<file path="src/rtl/pic_pkg.sv">
// Shared types and bit positions for the 8259-style PIC control logic.
// Covers the init/INTA state enums and the ICW/OCW decode constants.
package pic_pkg;

  typedef enum logic [2:0] {
    INIT_UNINIT = 3'd0,
    INIT_W_ICW2 = 3'd1,
    INIT_W_ICW3 = 3'd2,
    INIT_W_ICW4 = 3'd3,
    INIT_READY  = 3'd4
  } init_st_t;

  typedef enum logic [1:0] {
    INTA_IDLE = 2'd0,
    INTA_ACK1 = 2'd1,
    INTA_ACK2 = 2'd2
  } inta_st_t;

  // ICW1 / OCW2 bit positions
  localparam int ICW1_IC4  = 0;
  localparam int ICW1_SNGL = 1;
  localparam int ICW1_LTIM = 3;
  localparam int ICW1_ID   = 4;
  localparam int OCW2_EOI  = 5;

  // ICW4 bit positions
  localparam int ICW4_AEOI = 1;
  localparam int ICW4_BUF  = 3;

endpackage

</file>
<file path="src/rtl/pic_edge_detect.sv">
// Strobe edge detector: registers a one-cycle delayed copy of the level so a
// held-high strobe yields a single rising event, plus a falling event.
module pic_edge_detect (
  input  logic clk,
  input  logic reset,
  input  logic i_sig,
  output logic o_rise,
  output logic o_fall
);

  logic r_q;

  always_ff @(posedge clk) begin
    if (!reset) r_q <= 1'b0;
    else        r_q <= i_sig;
  end

  assign o_rise = i_sig & ~r_q;
  assign o_fall = ~i_sig & r_q;

endmodule

</file>
<file path="src/rtl/pic_ctrl_logic.sv">
// Control logic of an 8259-style PIC: ICW sequencing, mode flags, CPU INT
// request, two-pulse INTA handshake, EOI pulse generation and bus enable.
module pic_ctrl_logic
  import pic_pkg::*;
(
  input  logic       clk,
  input  logic       reset,
  input  logic       inta,
  input  logic [7:0] D,
  input  logic       a0,
  input  logic       wrflg,
  input  logic       rdflag,
  input  logic [7:0] R,
  input  logic [2:0] rwadr,
  input  logic [2:0] Y,
  input  logic       S,
  input  logic       CLsig,
  input  logic [7:0] Mask,
  input  logic [7:0] isr,
  input  logic [7:0] irr,
  input  logic       isprior,
  // INT pin; named intr because int is a reserved word
  output logic       intr,
  output logic       ino,
  output logic       en,
  output logic       buff,
  output logic       LTIM,
  output logic       eoi,
  output logic       ar,
  output init_st_t   o_dbg_init_state,
  output inta_st_t   o_dbg_inta_state
);

  init_st_t   r_init_st;
  inta_st_t   r_inta_st;
  logic       r_single, r_ic4, r_ltim, r_buff, r_ar, r_ino;
  logic       r_int, r_en, r_eoi;
  logic [2:0] r_y;

  logic w_wr_rise, w_wr_fall, w_inta_rise, w_inta_fall;
  logic w_icw1, w_wr_data, w_ocw2_eoi, w_auto_eoi, w_ack_drive;
  logic w_unused;

  pic_edge_detect u_wr_edge (
    .clk    (clk),
    .reset  (reset),
    .i_sig  (wrflg),
    .o_rise (w_wr_rise),
    .o_fall (w_wr_fall)
  );

  pic_edge_detect u_inta_edge (
    .clk    (clk),
    .reset  (reset),
    .i_sig  (inta),
    .o_rise (w_inta_rise),
    .o_fall (w_inta_fall)
  );

  assign w_icw1     = w_wr_rise & ~a0 & D[ICW1_ID];
  assign w_wr_data  = w_wr_rise & a0;
  assign w_ocw2_eoi = w_wr_rise & ~a0 & (D[ICW1_ID:ICW1_LTIM] == 2'b00) &
                      D[OCW2_EOI] & (r_init_st == INIT_READY);
  assign w_auto_eoi = (r_inta_st == INTA_ACK2) & w_inta_fall & r_ar;
  // Drive the bus for the second INTA pulse, tracking the level as it will be
  // after this edge so en follows that pulse exactly.
  assign w_ack_drive = (((r_inta_st == INTA_ACK1) & w_inta_rise) |
                        ((r_inta_st == INTA_ACK2) & inta)) &
                       (r_single | S | CLsig);

  // Reserved / status-only inputs and the captured level have no output effect.
  assign w_unused = ^{R, rwadr, isr, r_y, D[7:6], D[2], w_wr_fall};

  always_ff @(posedge clk) begin
    if (!reset) begin
      r_init_st <= INIT_UNINIT;
      r_inta_st <= INTA_IDLE;
      r_single  <= 1'b0;
      r_ic4     <= 1'b0;
      r_ltim    <= 1'b0;
      r_buff    <= 1'b0;
      r_ar      <= 1'b0;
      r_ino     <= 1'b0;
      r_int     <= 1'b0;
      r_en      <= 1'b0;
      r_eoi     <= 1'b0;
      r_y       <= 3'd0;
    end else if (w_icw1) begin
      // ICW1 restarts initialization from any state and aborts any acknowledge.
      r_ltim    <= D[ICW1_LTIM];
      r_single  <= D[ICW1_SNGL];
      r_ic4     <= D[ICW1_IC4];
      r_buff    <= 1'b0;
      r_ar      <= 1'b0;
      r_ino     <= 1'b0;
      r_int     <= 1'b0;
      r_en      <= 1'b0;
      r_eoi     <= 1'b0;
      r_init_st <= INIT_W_ICW2;
      r_inta_st <= INTA_IDLE;
    end else begin
      r_eoi <= w_ocw2_eoi | w_auto_eoi;
      r_en  <= w_ack_drive | (rdflag & r_ino);

      if (w_wr_data) begin
        case (r_init_st)
          INIT_W_ICW2: begin
            if (!r_single) begin
              r_init_st <= INIT_W_ICW3;
            end else if (r_ic4) begin
              r_init_st <= INIT_W_ICW4;
            end else begin
              r_init_st <= INIT_READY;
              r_ino     <= 1'b1;
            end
          end
          INIT_W_ICW3: begin
            if (r_ic4) begin
              r_init_st <= INIT_W_ICW4;
            end else begin
              r_init_st <= INIT_READY;
              r_ino     <= 1'b1;
            end
          end
          INIT_W_ICW4: begin
            r_buff    <= D[ICW4_BUF];
            r_ar      <= D[ICW4_AEOI];
            r_init_st <= INIT_READY;
            r_ino     <= 1'b1;
          end
          default: ;
        endcase
      end

      case (r_inta_st)
        INTA_IDLE: begin
          if (w_inta_rise & r_ino) begin
            r_inta_st <= INTA_ACK1;
            r_int     <= 1'b0;
            r_y       <= Y;
          end else begin
            r_int <= r_ino & isprior & (|(irr & ~Mask));
          end
        end
        INTA_ACK1: begin
          r_int <= 1'b0;
          if (w_inta_rise) r_inta_st <= INTA_ACK2;
        end
        INTA_ACK2: begin
          r_int <= 1'b0;
          if (w_inta_fall) r_inta_st <= INTA_IDLE;
        end
        default: begin
          r_int     <= 1'b0;
          r_inta_st <= INTA_IDLE;
        end
      endcase
    end
  end

  assign intr             = r_int;
  assign ino              = r_ino;
  assign en               = r_en;
  assign buff             = r_buff;
  assign LTIM             = r_ltim;
  assign eoi              = r_eoi;
  assign ar               = r_ar;
  assign o_dbg_init_state = r_init_st;
  assign o_dbg_inta_state = r_inta_st;

endmodule

</file>
<file path="config.mk">
export PLATFORM = sky130hd
export DESIGN_NAME = pic_ctrl_logic
export DESIGN_NICKNAME = d
export VERILOG_FILES = /design/src/rtl/pic_pkg.sv /design/src/rtl/pic_edge_detect.sv /design/src/rtl/pic_ctrl_logic.sv
export SDC_FILE = /design/constraint.sdc
export NUM_CORES = 1
export LEC_CHECK = 0
export CORE_MARGIN = 3
export CORE_UTILIZATION = 31
export CTS_CLUSTER_SIZE = 40
export DETAILED_ROUTE_END_ITERATION = 7
export GPL_ROUTABILITY_DRIVEN = 0
export PLACE_DENSITY_LB_ADDON = 0.05
export SETUP_SLACK_MARGIN = 0.5
export SLEW_MARGIN = 10
export SYNTH_ARGS = -nofsm -noshare
export SYNTH_HDL_FRONTEND = slang
export SYNTH_HIERARCHICAL = 1
export SYNTH_SLANG_ARGS = --single-unit
export TNS_END_PERCENT = 1
</file>
<file path="constraint.sdc">
create_clock -name clk -period 1.27 [get_ports clk]
set_input_delay 0.254 -clock clk [delete_from_list [all_inputs] [get_ports clk]]
set_output_delay 0.254 -clock clk [all_outputs]
set_load 0.02 [all_outputs]
</file>
Word-level counts from Yosys, hierarchy flattened
Index checks and enable logic that the tools add are counted.
Cells by class
  equal/unequal tests: 10
  add/subtract/negate cells: 0
  magnitude comparators: 0
  bitwise logic cells: 31
  muxes and demuxes: 12
  divide/modulo/power cells: 0
  reductions and logical operators: 13
  shift-type cells: 0
  multiply operators: 0
Operator list (number)
  1-bit bitwise AND: 18
  3-bit one-hot mux with 3 select lines: 1
  8-bit bitwise AND: 1
  2-bit != test (second input constant): 4
  8-bit NOT: 1
  8-bit OR reduction: 1
  3-bit by 2-bit equality test with 1-bit output (second input constant): 2
  2-bit two-way mux: 3
  3-bit two-way mux: 2
  1-bit NOT: 6
  2-bit one-hot mux with 3 select lines: 1
  2-bit AND reduction: 3
  3-bit AND reduction: 2
  1-bit OR: 5
  2-bit logical NOT: 2
  1-bit two-way mux: 4
  4-bit nonzero test: 1
  4-bit OR reduction: 1
  3-bit by 1-bit equality test with 1-bit output (second input constant): 1
  3-bit equality test (second input constant): 1
  1-bit one-hot mux with 3 select lines: 1
  3-bit nonzero test: 1
  2-bit by 1-bit equality test with 1-bit output (second input constant): 1
  2-bit equality test (second input constant): 1
  other kinds (2): 2
Word-level totals
  bits in read-only memories: 0
  output and inout port bits: 12
  memories kept: 0
  word-level logic and storage cells: 80
  bits in writable memories: 0
  bits in latches: 0
  flip-flop bits (word level): 16
  input port bits: 55

Longest topological paths before layout
Gate-level depths: netlist (run 1).
  word-level depth: 7
  gate-level depth with buffers: 4
  mapped depth without buffers: 4

By module
Netlist (run 1), hierarchy kept.
By module, submodules not included
  pic_ctrl_logic: cells an instance 78, times used 1, area an instance 683.2 µm², seq. area each 280.3 µm²
  pic_edge_detect: cells an instance 4, times used 2, area an instance 38.8 µm², seq. area each 20.0 µm²

Worst setup path before layout (run 1)
OpenSTA, ideal clock, no wires.
  kind: register to register
  from: reg r_init_st[1], in the netlist o_dbg_init_state[1]
  to: reg r_ino, in the netlist ino
  slack: -0.028 ns
  buffers on the path: 0
  setup time: 0.071 ns
  stages on the path, launching flop included: 4
  data required time: 1.199 ns
  period minus slack after synthesis: 1.298 ns
  arrival time: 1.227 ns
  cells stage by stage: dfxtp_1 nand3b_1 a2111o_1 a21oi_1
Between the ends
  cells in the longest elaborated chain, start to end: 3
  elaborated cells between the ends (all ways): 7
  classes of those cells: 4 x eq/ne; 1 x mux; 2 x reduce/logical
Ends and longest elaborated chain
  start, declared: RTL line pic_ctrl_logic.sv:34  | init_st_t r_init_st;
  start signal, assigned: RTL line pic_ctrl_logic.sv:76  | r_init_st <= INIT_UNINIT;
  start signal, assigned: RTL line pic_ctrl_logic.sv:99  | r_init_st <= INIT_W_ICW2;
  start signal, assigned: RTL line pic_ctrl_logic.sv:109  | r_init_st <= INIT_W_ICW3;
  3-bit by 1-bit equality test with 1-bit output / 3-bit by 2-bit equality test with 1-bit output (equally long branches): RTL line pic_ctrl_logic.sv:106  | case (r_init_st)
  2-bit != test (no source line) / 3-bit nonzero test (equally long branches)
  3-bit AND reduction (no source line)
  end signal, assigned: RTL line pic_ctrl_logic.sv:114  | r_ino <= 1'b1;
  end signal, assigned: RTL line pic_ctrl_logic.sv:122  | r_ino <= 1'b1;
  end signal, assigned: RTL line pic_ctrl_logic.sv:129  | r_ino <= 1'b1;
  end, declared: RTL line pic_ctrl_logic.sv:36  | logic r_single, r_ic4, r_ltim, r_buff, r_ar, r_ino;
Several ways; a longest one is shown, not always the timed one.
A chain may end at the register's enable or synchronous reset.

Final worst setup path (run 1)
  from: reg r_inta_st[0], in the netlist o_dbg_inta_state[0]
  to: reg r_int, in the netlist intr
Between the ends
  cells in the longest elaborated chain, start to end: 3
Ends and longest elaborated chain
  start, declared: RTL line pic_ctrl_logic.sv:35  | inta_st_t r_inta_st;
  start signal, assigned: RTL line pic_ctrl_logic.sv:77  | r_inta_st <= INTA_IDLE;
  start signal, assigned: RTL line pic_ctrl_logic.sv:100  | r_inta_st <= INTA_IDLE;
  start signal, assigned: RTL line pic_ctrl_logic.sv:138  | r_inta_st <= INTA_ACK1;
  2-bit logical NOT
  1-bit NOT (no source line)
  4-bit OR reduction (no source line)
  end signal, assigned: RTL line pic_ctrl_logic.sv:142  | r_int <= r_ino & isprior & (|(irr & ~Mask));
  end, declared: RTL line pic_ctrl_logic.sv:37  | logic r_int, r_en, r_eoi;
No other way between the ends.

==> metrics list, run 1 <==
- Clock tree sinks: 16
- Clock skew on the completed layout was measured at 0.004324 ns.
- In this run the static leakage power is 0.5842 nW.
* CTS tree: built
- Global-route wire length before repair: 4.008 mm
- Std-Cell Core Area: 2255 um^2
* Number of levels in the clock H-tree: 1
- The number of nets in the synthesized netlist is 140.
* Vias: 831
* Aggregate global routing overflow: 0
- The floorplan step defined a die boundary enclosing 3062 um^2.
- Antenna violations before repair: 0
- Clock tree root driver cell: clkbuf_4
- Power per Cell Area: 754.7 nW/um^2
- Clock latency on the worst-skew pair, taken at its later pin, is 0.28 ns.
- Startpoint class of the critical path: flop
* Internal power: 0.0008013 W
* Crit Path Category: reg2reg
* Area growth, synth to finish: 80.60%
- Overall Power: 0.001028 W
- Counting the buffers created by CTS gives 3.
- Setup violations remaining at the end of the flow were counted as 0.
* Synthesized area: 754.5 um^2
* Final instance area: 1363 um^2
- Port buffering added 41 buffers.
- In this run the tightest slew margin relative to its limit is 82.40%.
- Once the floorplan was initialized, standard cells occupied 33.46% of the core.
* Total number of placement rows: 17
* Final critical-path required period: 1.165 ns
* Final hold viol count: 0
- The number of antenna diodes in the final layout is 0.
* Critical Path Sink Type: flop
- Max rail drop VDD: 683.8 uV
- CP Max Fanout: 6
* Synth Warn #: 6
* Average via count per standard cell: 4.831
- The run finished with clean final reports.
- Entering global routing, the biggest net connects 10 pins.
- From left edge to right edge, the die measures 55.34 um.
- Antenna Violating Nets Remaining: 0
- The net count of the finished layout is 200.
- The share of total power dissipated in the clock network is 32.3%.
- DRT Pass-1 Iters: 4
* DRC: 0
- After detailed placement, the total cell area comes to 1300 um^2.
- Across the run, the number of max-cap violations was 0.
- Die Span Y: 55.34 um
- The final layout contains routed wiring with a total length of 2.318 mm.
* Worst-Margin Slew: 0.2603 ns
* Number of top-level pins: 67
- Mean instance size in the synthesized netlist: 8.876 um^2
- In the final timing run, aggregate negative setup slack is 0 ns.
- For this block, the initial DRC count from the detailed router was 7.
- Tcrit/Tclk final: 91.71%
* Flop pwr share: 50.1%
* Via count of the first global-routing pass: 899
* Share of total power in combinational logic: 17.6%
* Crit path required time: 1.50 ns
* CTS max path bufs: 2
* Arrival time reported for the critical path endpoint: 1.40 ns
* Post-CTS clock slew at the launch and capture registers of the worst setup and hold paths: 0.09 ns
* Flip-flop count of the largest register, all copies and words added: 3
- Wire length per cell: 13.48 um
* Net Sw Frac: 22.07%
* Combined global-route utilization of all metal layers: 16.22%
- The post-route netlist has 30.56% of its cells at a drive strength greater than 1.
- Achievable frequency: 858.6 MHz
* Net load switching power: 0.0002270 W
* HPWL after detailed placement: 1.825 mm
- The cell count after synthesis came out at 85.
- The setup check on the worst reg-to-reg path leaves a slack of 0.11 ns.
- The number of pins with negative max-slew slack in the final report was 0.
- Type of the worst min-delay path: in2reg
- Setup repair after global routing missed its margin: true
## cell usage in the layout (no fill, tap or decap), types with 2 or more instances in the layout
master and instances:
and3b_1 3, buf_4 13, dlygate4sd2_1 3, nand2_1 5, clkbuf_4 3, a21oi_1 8
and2_1 3, nor2_1 5, nor2b_4 2, buf_2 6, mux2_2 2, clkdlybuf4s15_2 6
nor4b_2 2, dfxtp_1 11, mux2i_1 3, nand3_1 2, nand3b_1 2, dfxtp_2 4
inv_1 11, clkdlybuf4s50_1 26, nand4bb_1 2, o21ai_0 3, o22ai_1 4
## critical path: stages, from the launching register on
cell       delay (ns)
dfxtp_2          0.33
buf_4            0.14
nand4bb_1        0.21
nor4b_2          0.25
o41a_1           0.19
## cell type report
cell class              instances  area [um^2]
fillers                       222        892.1
flip-flops and latches         16        329.1
inverters                      11        41.29
clock buffers                   4        36.28
repair buffers                 55        493.0
multi-input cells              58        427.9
well taps                      28        35.03
## power by group through the flow
stage | Sequential (W) | Clock (W) | Combinational [W]
detailed placement | 0.000525 | 0 | 0.000176
global route | 0.000517 | 0.000362 | 0.000196
CTS | 0.000515 | 0.000344 | 0.000182
global placement | 0.000525 | 0 | 0.000172
floorplan | 0.000529 | 0 | 0.0000447
finish | 0.000515 | 0.000332 | 0.000181
## final timing paths
path                                       to                 from  cells after the start
worst max register to register           intr  o_dbg_inta_state[0]                      4
worst min register to register           buff                 buff                      2
worst max-delay path                     intr  o_dbg_inta_state[0]                      4
worst min-delay path            u_wr_edge/r_q                wrflg                      2
## through the flow
step	hold WS (ns)	setup WS (ns)	std cells	utilization, %
4_1_cts	0.3078	0.1231	172	60.43
3_5_place_dp	0.4804	-0.4217	166	57.66
6_report	0.3221	0.1053	172	60.43
2_1_floorplan	0.3757	0.1449	85	-
3_3_place_gp	0.4710	-0.3644	166	57.66
5_1_grt	0.3345	0.03071	172	60.43
## layer usage
layer | GRT usage [%] | routed length [um]
met5 | 0 | 0
met4 | 5.208 | 14
met3 | 4.907 | 161
met2 | 27.87 | 1124
met1 | 19.12 | 1017
## repair_timing
item	CTS	global route
hold endpoints to repair	0	0
pin swaps	4	0
buffers inserted	2	0
endpoints found under the setup margin	26	26
resized for setup	54	0
hold buffers	0	0
Power figures use the tool's default switching activity.
==> run 2: changes to the inputs <==
Settings changed: CORE_MARGIN 3 to unset.
==> metrics list, run 2 (synthesized netlist as in run 1, its figures left out) <==
* Result of the run: finished clean (unchanged)
* Std-Cell Core Area: 2255 um^2 (unchanged)
- The total negative slack for setup checks was 0 ns (unchanged).
- Largest stage delay on the critical path: 0.34 ns (was 0.33 ns)
- Final Slew Violations: 0 (unchanged)
* Antenna Violating Nets Remaining: 0 (unchanged)
- The count of TritonRoute iterations in the first routing pass is 4 (unchanged).
- Cell with the largest stage delay on the worst path: dfxtp_2 (unchanged)
- The wire length reported by the detailed router was 2.010 mm (was 2.318 mm).
- The total buffers and inverters traversed by the critical path was 1 (unchanged).
* FF-to-FF path depth: 5 (was 4)
- The growth of design area from synthesis to finish is 76.62% (was 80.60%).
- The total placed instance area was 1292 um^2 (was 1300 um^2).
* Inst Count DP: 165 (was 166)
- The path type of the worst min-delay path is in2reg (unchanged).
- The placement-stage worst setup slack was -0.4015 ns (was -0.4217 ns).
- The critical path startpoint category was a flop (unchanged).
* DRC: 0 (unchanged)
- Final hold viol count: 0 (unchanged)
- The number of sinks on the clock net was 16 (unchanged).
* Pin count of the biggest net entering global routing: 10 (unchanged)
* Power per Cell Area: 762.1 nW/um^2 (was 754.7 nW/um^2)
- The worst-case setup margin in the final layout is 0.1127 ns (was 0.1053 ns).
- Start point of the worst hold path: wrflg (unchanged)
- Reg-to-Reg End: LTIM (was intr)
- Number of top-level pins: 67 (unchanged)
* Total of buffers placed on input and output ports: 41 (unchanged)
* Arrival time reported for the critical path endpoint: 1.34 ns (was 1.40 ns)
* Number of levels in the clock H-tree: 1 (unchanged)
- Setup repair after global routing missed its margin: true (unchanged).
- The required time at the endpoint of the critical path was 1.45 ns (was 1.50 ns).
- Combined global-route utilization of all metal layers: 17.07% (was 16.22%)
- Met2 GRT Util: 28.51% (was 27.87%)
- The number of DRC violations after detailed-routing iteration 0 came to 11 (was 7).
* Most frequent cells in the layout: clkdlybuf4s50_1 (26), dfxtp_1 (11), inv_1 (11) (was clkdlybuf4s50_1 (26), buf_4 (13), dfxtp_1 (11), inv_1 (11), a21oi_1 (8))
- Critical Path Sink Type: flop (unchanged)
- The die outline area is 2635 um^2 (was 3062 um^2).
* Worst setup path end: LTIM (was intr)
- Tcrit/Tclk final: 91.13% (was 91.71%)
- Die Span Y: 51.34 um (was 55.34 um)
- Category of cells accounting for the largest share of critical-path delay: simple AND/OR/NAND/NOR gates (unchanged)
* Worst Clk Skew: 0.004623 ns (was 0.004324 ns)
* Setup violators final: 0 (unchanged)
* Reg2Reg Setup Slack: 0.11 ns (about the same)
- Worst-Margin Slew: 0.2583 ns (was 0.2603 ns)
- The die outline width is 51.34 um (was 55.34 um).
- CTS buffer count: 3 (unchanged)
- Flip-flop count of the largest register, all copies and words added: 3 (unchanged)
- The largest buffer count on any clock path came to 2 (unchanged).
* Grt met1 use: 21.08% (was 19.12%)
* Achievable frequency: 864.1 MHz (was 858.6 MHz)
- CP Max Fanout: 5 (was 6)
* Via count of the first global-routing pass: 753 (was 899)
* Aggregate global routing overflow: 0 (unchanged)
- The global-route layer with the greatest usage was met2 (unchanged).
- Vias: 814 (was 831)
- The number of vias per cell is 4.817 (was 4.831).
* Global-route wire length before repair: 3.284 mm (was 4.008 mm)
* Series of cell instances along the critical path: nor2b_4 > nand3b_1 > buf_6 > mux2i_1 > nor2_1 (was buf_4 > nand4bb_1 > nor4b_2 > o41a_1)
- Leak pwr: 0.5659 nW (was 0.5842 nW)
* Initial core utilization: 33.46% (unchanged)
* Latest clock arrival within the worst-skew pair: 0.28 ns (about the same)
* Final critical-path required period: 1.157 ns (was 1.165 ns)
- Ratio of cells with drive above 1 in the final layout: 26.24% (was 30.56%)
* Launching instance or port of the critical path: u_wr_edge/r_q (was o_dbg_inta_state[0])
- Clock tree root driver cell: clkbuf_4 (unchanged)
* Max rail drop VDD: 843.5 uV (was 683.8 uV)
- The clock-pin slew on the worst setup and hold paths came to 0.09 ns (about the same).
* WP depth: 5 (was 4)
- CTS tree: built (unchanged)
- Max-Slew Margin vs Limit: 82.54% (was 82.40%)
* Final instance area: 1333 um^2 (was 1363 um^2)
- Antenna violations before repair: 0 (unchanged)
- The category of the most critical setup path is reg2reg (unchanged).
- Number of inserted diodes: 0 (unchanged)
- The average detailed-routed wire length per instance came to 11.89 um (was 13.48 um).
* Most frequent standard cell in the layout excluding fill and tap cells: clkdlybuf4s50_1 (unchanged)
- Maximum Capacitance Violations: 0 (unchanged)
- Reg-to-Reg Start: u_wr_edge/r_q (was o_dbg_inta_state[0])
* Met3 demand-to-capacity share in global routing: 3.869% (was 4.907%)
- The cts-stage hold buffer count is 0 (unchanged).
* Net count reported at finish: 197 (was 200)
- The row count came to 17 (unchanged).
- HPWL after detailed placement: 1.604 mm (was 1.825 mm)
* Final non-filler cell total: 169 (was 172)
## run 2: changes by cell type in the layout (fill, tap and decap cells not counted)
cell | before | now
a211oi_1 | 0 | 1
a211oi_2 | 1 | 0
buf_2 | 6 | 5
buf_4 | 13 | 10
clkdlybuf4s15_1 | 0 | 2
clkdlybuf4s15_2 | 6 | 5
nor4b_1 | 1 | 2
nor4b_2 | 2 | 1
## run 2: worst min-delay path by stage
stage                      end  depth (start not counted)
3_3_place_gp              buff                          2
6_report         u_wr_edge/r_q                          2
5_1_grt          u_wr_edge/r_q                          2
3_5_place_dp              buff                          2
4_1_cts          u_wr_edge/r_q                          2
2_1_floorplan  u_inta_edge/r_q                          1
## run 2: repair_timing
item | in CTS | in global routing
gates cloned | 0 | 0
setup buffers | 0 | 0
pin swaps | 2 | 0
endpoints found under the setup margin | 26 | 26
resized for setup | 49 | 0
## run 2: metal layers
metal	vias to the layer above	part of all wire (%)
met1	360	48
met2	30	45
li1	420	-
met5	-	0
met3	4	6.7
met4	0	0.85
## run 2: cell type report
type                            count  area [um^2]
Clock buffer                        4        36.28
Tap cell                           28        35.03
Timing Repair Buffer               52        474.2
Sequential cell                    16        329.1
Multi-Input combinational cell     58        416.7
Inverter                           11        41.29
Fill cell                         222        922.1
## run 2: per-stage QoR
step	hold WS [ns]	util [%]	total power, W
finish	0.3168	59.10	0.001015
detailed placement	0.4775	57.33	0.0006975
CTS	0.3056	59.10	0.001030
floorplan	0.3757	-	0.0005736
global route	0.3277	59.10	0.001063
global placement	0.4760	57.33	0.0006965
## run 2: report_power, final
| part | internal (W) | switching, W | leakage, nW |
|---|---|---|---|
| Combinational | 0.000115 | 0.0000576 | 0.413 |
| Sequential | 0.000508 | 0.00000750 | 0.132 |
| Clock | 0.000174 | 0.000153 | 0.0210 |
| Total | 0.000797 | 0.000218 | 0.566 |
